--- config.mk ---
export PLATFORM = sky130hd
export DESIGN_NAME = divider
export DESIGN_NICKNAME = d
export VERILOG_FILES = /design/src/rtl/divider.sv
export SDC_FILE = /design/constraint.sdc
export NUM_CORES = 1
export LEC_CHECK = 0
export CELL_PAD_IN_SITES_DETAIL_PLACEMENT = 0
export CELL_PAD_IN_SITES_GLOBAL_PLACEMENT = 1
export CORE_ASPECT_RATIO = 1.5
export CORE_MARGIN = 4
export CORE_UTILIZATION = 35
export CTS_BUF_LIST = sky130_fd_sc_hd__clkbuf_4
export CTS_CLUSTER_DIAMETER = 60
export CTS_CLUSTER_SIZE = 30
export DETAILED_ROUTE_END_ITERATION = 6
export GPL_TIMING_DRIVEN = 1
export PLACE_DENSITY = 0.67
export SETUP_SLACK_MARGIN = 0.5
export SLEW_MARGIN = 10
export SYNTH_ARGS = -nofsm -noshare
export SYNTH_HDL_FRONTEND = slang
export SYNTH_SLANG_ARGS = --single-unit
--- constraint.sdc ---
create_clock -name clk -period 5.3 [get_ports clk]
set_clock_uncertainty 0.05 [all_clocks]
set_input_delay 1.06 -clock clk [delete_from_list [all_inputs] [get_ports clk]]
set_output_delay 1.06 -clock clk [all_outputs]
set_load 0.05 [all_outputs]
--- src/rtl/divider.sv ---
// Iterative restoring divider: one quotient bit per clock, signed or unsigned,
// with registered quotient/remainder/div_zero and a one-cycle div_end pulse.
module divider #(
  parameter int DATA_WIDTH = 32
) (
  input  logic                  clk,
  input  logic                  resetn,
  input  logic                  div_begin,
  input  logic                  div_signed,
  input  logic [DATA_WIDTH-1:0] div_op1,
  input  logic [DATA_WIDTH-1:0] div_op2,
  output logic                  busy,
  output logic                  div_end,
  output logic [DATA_WIDTH-1:0] quotient,
  output logic [DATA_WIDTH-1:0] remainder,
  output logic                  div_zero
);

  localparam int CNT_W = (DATA_WIDTH > 2) ? $clog2(DATA_WIDTH) : 1;
  localparam logic [CNT_W-1:0] LAST = CNT_W'(DATA_WIDTH - 1);

  typedef enum logic [1:0] {IDLE, RUN, DONE} state_t;

  state_t                  state_q, state_d;
  logic [CNT_W-1:0]        cnt_q, cnt_d;
  logic [DATA_WIDTH-1:0]   quot_q, quot_d;
  logic [DATA_WIDTH-1:0]   remo_q, remo_d;
  logic                    zero_out_q, zero_out_d;

  // Datapath operands; only meaningful while RUN, so they carry no reset.
  logic [DATA_WIDTH-1:0]   dvd_q, dvs_q, rem_q, op1_raw_q;
  logic                    s1_q, s2_q, zero_q;

  logic                    start;
  logic                    last_run;
  logic                    start_s1, start_s2;
  logic [DATA_WIDTH:0]     shifted, trial;
  logic [DATA_WIDTH-1:0]   rem_nxt, dvd_nxt;
  logic                    qbit;

  function automatic logic [DATA_WIDTH-1:0] neg_if(input logic [DATA_WIDTH-1:0] v,
                                                   input logic                  n);
    return n ? (~v + {{(DATA_WIDTH-1){1'b0}}, 1'b1}) : v;
  endfunction

  assign start_s1 = div_signed & div_op1[DATA_WIDTH-1];
  assign start_s2 = div_signed & div_op2[DATA_WIDTH-1];

  // Control: state, counter and start acceptance.
  always_comb begin
    state_d = state_q;
    cnt_d   = cnt_q;
    start   = 1'b0;
    case (state_q)
      IDLE, DONE: begin
        if (div_begin) begin
          state_d = RUN;
          cnt_d   = '0;
          start   = 1'b1;
        end else begin
          state_d = IDLE;
        end
      end
      RUN: begin
        cnt_d = cnt_q + 1'b1;
        if (cnt_q == LAST) state_d = DONE;
      end
      default: state_d = IDLE;
    endcase
  end

  assign last_run = (state_q == RUN) && (cnt_q == LAST);

  // One restoring step: shift in the next dividend bit, trial-subtract the divisor.
  always_comb begin
    shifted = {rem_q, dvd_q[DATA_WIDTH-1]};
    trial   = shifted - {1'b0, dvs_q};
    qbit    = ~trial[DATA_WIDTH];
    rem_nxt = qbit ? trial[DATA_WIDTH-1:0] : shifted[DATA_WIDTH-1:0];
    dvd_nxt = {dvd_q[DATA_WIDTH-2:0], qbit};
  end

  always_comb begin
    quot_d     = quot_q;
    remo_d     = remo_q;
    zero_out_d = zero_out_q;
    if (last_run) begin
      if (zero_q) begin
        quot_d     = '1;
        remo_d     = op1_raw_q;
        zero_out_d = 1'b1;
      end else begin
        quot_d     = neg_if(dvd_nxt, s1_q ^ s2_q);
        remo_d     = neg_if(rem_nxt, s1_q);
        zero_out_d = 1'b0;
      end
    end
  end

  always_ff @(posedge clk or negedge resetn) begin
    if (!resetn) begin
      state_q    <= IDLE;
      cnt_q      <= '0;
      quot_q     <= '0;
      remo_q     <= '0;
      zero_out_q <= 1'b0;
    end else begin
      state_q    <= state_d;
      cnt_q      <= cnt_d;
      quot_q     <= quot_d;
      remo_q     <= remo_d;
      zero_out_q <= zero_out_d;
    end
  end

  // Operand capture on start; the quotient bits shift into the dividend register.
  always_ff @(posedge clk) begin
    if (start) begin
      s1_q      <= start_s1;
      s2_q      <= start_s2;
      zero_q    <= (div_op2 == '0);
      op1_raw_q <= div_op1;
      dvd_q     <= neg_if(div_op1, start_s1);
      dvs_q     <= neg_if(div_op2, start_s2);
      rem_q     <= '0;
    end else if (state_q == RUN) begin
      dvd_q     <= dvd_nxt;
      rem_q     <= rem_nxt;
    end
  end

  assign busy      = (state_q == RUN);
  assign div_end   = (state_q == DONE);
  assign quotient  = quot_q;
  assign remainder = remo_q;
  assign div_zero  = zero_out_q;

endmodule
==> impl_metrics.tcl <==
set metrics [dict create \
    synth_xor_area_share_pct 9.04 \
    r2r_cells 16 \
    final_cell_area_um2 15100 \
    use_met2_pct 37.5 \
    final.setup.tns_ns 0 \
    cts_tree "yes" \
    io_pins 135 \
    r2r_end "remainder[27]" \
    synth_top_family_by_area "compound AO/OA/AOI/OAI gates" \
    drive_gt1_share_pct 7.24 \
    hold_viol_final 0 \
    synthCells 1409 \
    wl_per_cell_um 20.1 \
    cp_data_required_time_ns 5.90 \
    ys_types 83 \
    die_height_um 242 \
    synth_flop_cell "edfxtp_1" \
    hold_class "in -> async" \
    clkTransAtPathRegs_ns 0.24 \
    synth_compound_area_share_pct 21.8 \
    synthesis.area_um2 12800 \
    synth-simple-area-share_pct 16.4 \
    synthAdderAreaFrac_pct 3.88 \
    clock_path_buffers 3 \
    status "completed" \
    report.final.slew_viol_count 0 \
    grtUsageMet3_pct 2.93 \
    period_share_pct 84.6 \
    crit_arrival_ns 5.09 \
    ant_nets 0 \
    antenna_found_initial 2 \
    grt.busiest_layer "met2" \
    worst_slack_ns 0.818 \
    finalSetupViolations 0 \
    start_util_pct 35.6 \
    r2r-start "dvd_q[31]" \
    place.gp.congestion 0.929 \
    syn_avg_cell_area_um2 9.07 \
    dr.pass1.iters 5 \
    slew_headroom_pct 34.7 \
    grt_overflow 0 \
    async_flop_share_pct 35.5 \
    finalPower_mw 9.63 \
    area_growth_pct 18.3 \
    synth_top_area_share_pct 23.3 \
    min_period_ns 4.48 \
    grt_util_all_layers_pct 20.5 \
    ys.warnings.count 0 \
    core_um2 35900 \
    hpwl_um 31700 \
    powerDensity_nw_per_um2 637 \
    cts_root_buffer "clkbuf_4" \
    cp-start-kind "flop" \
    avgViaCountPerCell 5.40 \
    routed_wl_um 40800 \
    vias 10900 \
    cp_max_fo 22 \
    fmax_ghz 0.223 \
    h-tree-depth 1 \
    vdd_drop_max_v 0.000296 \
    clock-sinks 203 \
    row_count 85 \
    crit_type "reg -> reg" \
    cap_violations 0 \
    grt_max_degree 73 \
    hold_buffers 0 \
    dieArea_um2 39700 \
    timing_worst_slew_pin_value_ns 0.980 \
    insertion_delay_ns 0.74 \
    synth_fp_nets 1516 \
    nets 1640 \
    ys_seq_area_share_pct 42.4 \
    endpoint_kind "flop" \
    dieWidth_um 164 \
    synthMuxAreaShare_pct 2.55 \
    gr-usage-met1_pct 24.4 \
    synth_edf_count 99 \
    ys_top_cells_by_area "edfxtp_1 23%, dfrtp_1 14%, o21ai_0 5.2%" \
    drc_errors 0 \
    io_buffers 134 \
    grt_pass1_vias 11000 \
    rsz0062_at_grt "false" \
    synth_top_area_cell "edfxtp_1" \
    dp_slack_ns 0.607 \
    drtIter0Drc 527 \
    synth-seq-cells 203 \
    grt_pass1_wl_um 64300 \
    leakagePower_nw 5.68 \
    place_area_um2 14700 \
    ff2ff_setup_slack_ns 0.82 \
    numCtsBuffers 20 \
]
[metal layers]
metal,up-vias,wire (um)
li1,5412,-
met1,5253,16200
met2,226,21500
met3,57,1690
met4,0,1480
met5,-,0
[cells in the final DEF (no fill, tap or decap), types with 11 or more instances in the layout]
master / n
clkdlybuf4s50_1: 133
edfxtp_1: 99
a21oi_1: 113
inv_1: 56
or4_1: 11
o21ai_0: 133
nand3_1: 22
dfxtp_1: 32
o31ai_1: 30
o41ai_1: 12
mux2i_1: 27
buf_4: 35
or3_1: 19
a211oi_1: 13
xor2_1: 59
xnor2_1: 73
nor4_1: 16
o21a_1: 11
nand2_1: 150
nand4_1: 19
ha_1: 37
nor3_1: 28
a31oi_1: 13
dfrtp_1: 72
nor2_1: 126
clkbuf_4: 21
[flip-flops by register name, summed over array words and instances (netlist names)]
register   flops
rem_q         32
s1_q           1
dvd_q         32
op1_raw_q     32
remainder     32
cnt_q          5
state_q        2
zero_q         1
quotient      32
s2_q           1
dvs_q         32
div_zero       1
[repair_timing]
action,4_1_cts,5_1_grt
resized for setup,0,8
setup buffers,0,4
setup endpoints to repair,0,17
[worst max-delay path by stage]
stage / startpoint / to / slack (ns)
CTS: dvs_q[23] / quotient[28] / 0.63
floorplan: dvd_q[31] / quotient[22] / 0.63
detailed placement: dvd_q[31] / remainder[22] / 0.61
finish: dvd_q[31] / remainder[27] / 0.82
global placement: dvs_q[23] / remainder[24] / 0.66
global route: dvd_q[31] / remainder[31] / 0.54
[cell type report]
class                           instances  area, um2
Multi-Input combinational cell       1079       6890
Inverter                               61        234
Tap cell                              478        598
Timing Repair Buffer                  168       1590
Clock inverter                         15        229
Fill cell                            3737      20800
Sequential cell                       203       5420
Clock buffer                           21        158
Antenna cell                            2       5.00
[power breakdown]
| group | internal [mW] | total, mW | switching (mW) |
|---|---|---|---|
| clock network | 0.285 | 1.02 | 0.730 |
| logic | 2.12 | 5.79 | 3.67 |
| registers | 2.29 | 2.83 | 0.539 |
| total | 4.69 | 9.63 | 4.94 |
[synthesized netlist by cell type, types with 8 or more instances]
cell type and n:
o41ai_1 12, and2_1 9, nor4_1 16, o21bai_1 8
nor2_1 128, o21ai_0 134, nand3_1 22, dfrtp_1 72
ha_1 38, a22o_1 9, buf_2 11, o211ai_1 8
mux2i_1 27, inv_1 58, or4_1 11, o21a_1 11
a211oi_1 14, a31oi_1 13, clkbuf_1 48, nand2_1 150
a21oi_1 113, o31ai_1 31, nand4_1 19, edfxtp_1 99
xor2_1 59, xnor2_1 73, nor3_1 28, dfxtp_1 32
and3_1 10, or3_1 19
[per-stage QoR]
step           hold WS [ns]  std cells  util, %
2_1_floorplan         0.394       1409        -
3_3_place_gp          0.413       1985     40.8
3_5_place_dp          0.423       1985     40.8
4_1_cts               0.355       2021     41.9
5_1_grt               0.402       2027     42.1
6_report              0.379       2027     42.1
[worst max-delay path, stage by stage, from the launching register on]
cell and delay, ns:
edfxtp_1 0.45, inv_1 0.08, ha_1 0.20, fa_1 0.30
nor2b_4 0.06, o311a_4 0.35, o31ai_4 0.38, a2111oi_4 0.15
o21a_1 0.22, nor2_2 0.18, clkinvlp_4 0.22, buf_4 0.27
o31a_1 0.32, or3_1 0.49, o41ai_2 0.36, xor2_1 0.24
o22ai_1 0.11
[cells by family after synthesis]
| group | count (synthesis) |
|---|---|
| fa+ha+maj | 39 |
| mux | 32 |
| buf+inv | 127 |
| compound gates | 429 |
| flops | 203 |
| simple gates | 447 |
| xor+xnor | 132 |
No activity file was read; power rests on OpenSTA's default activity.
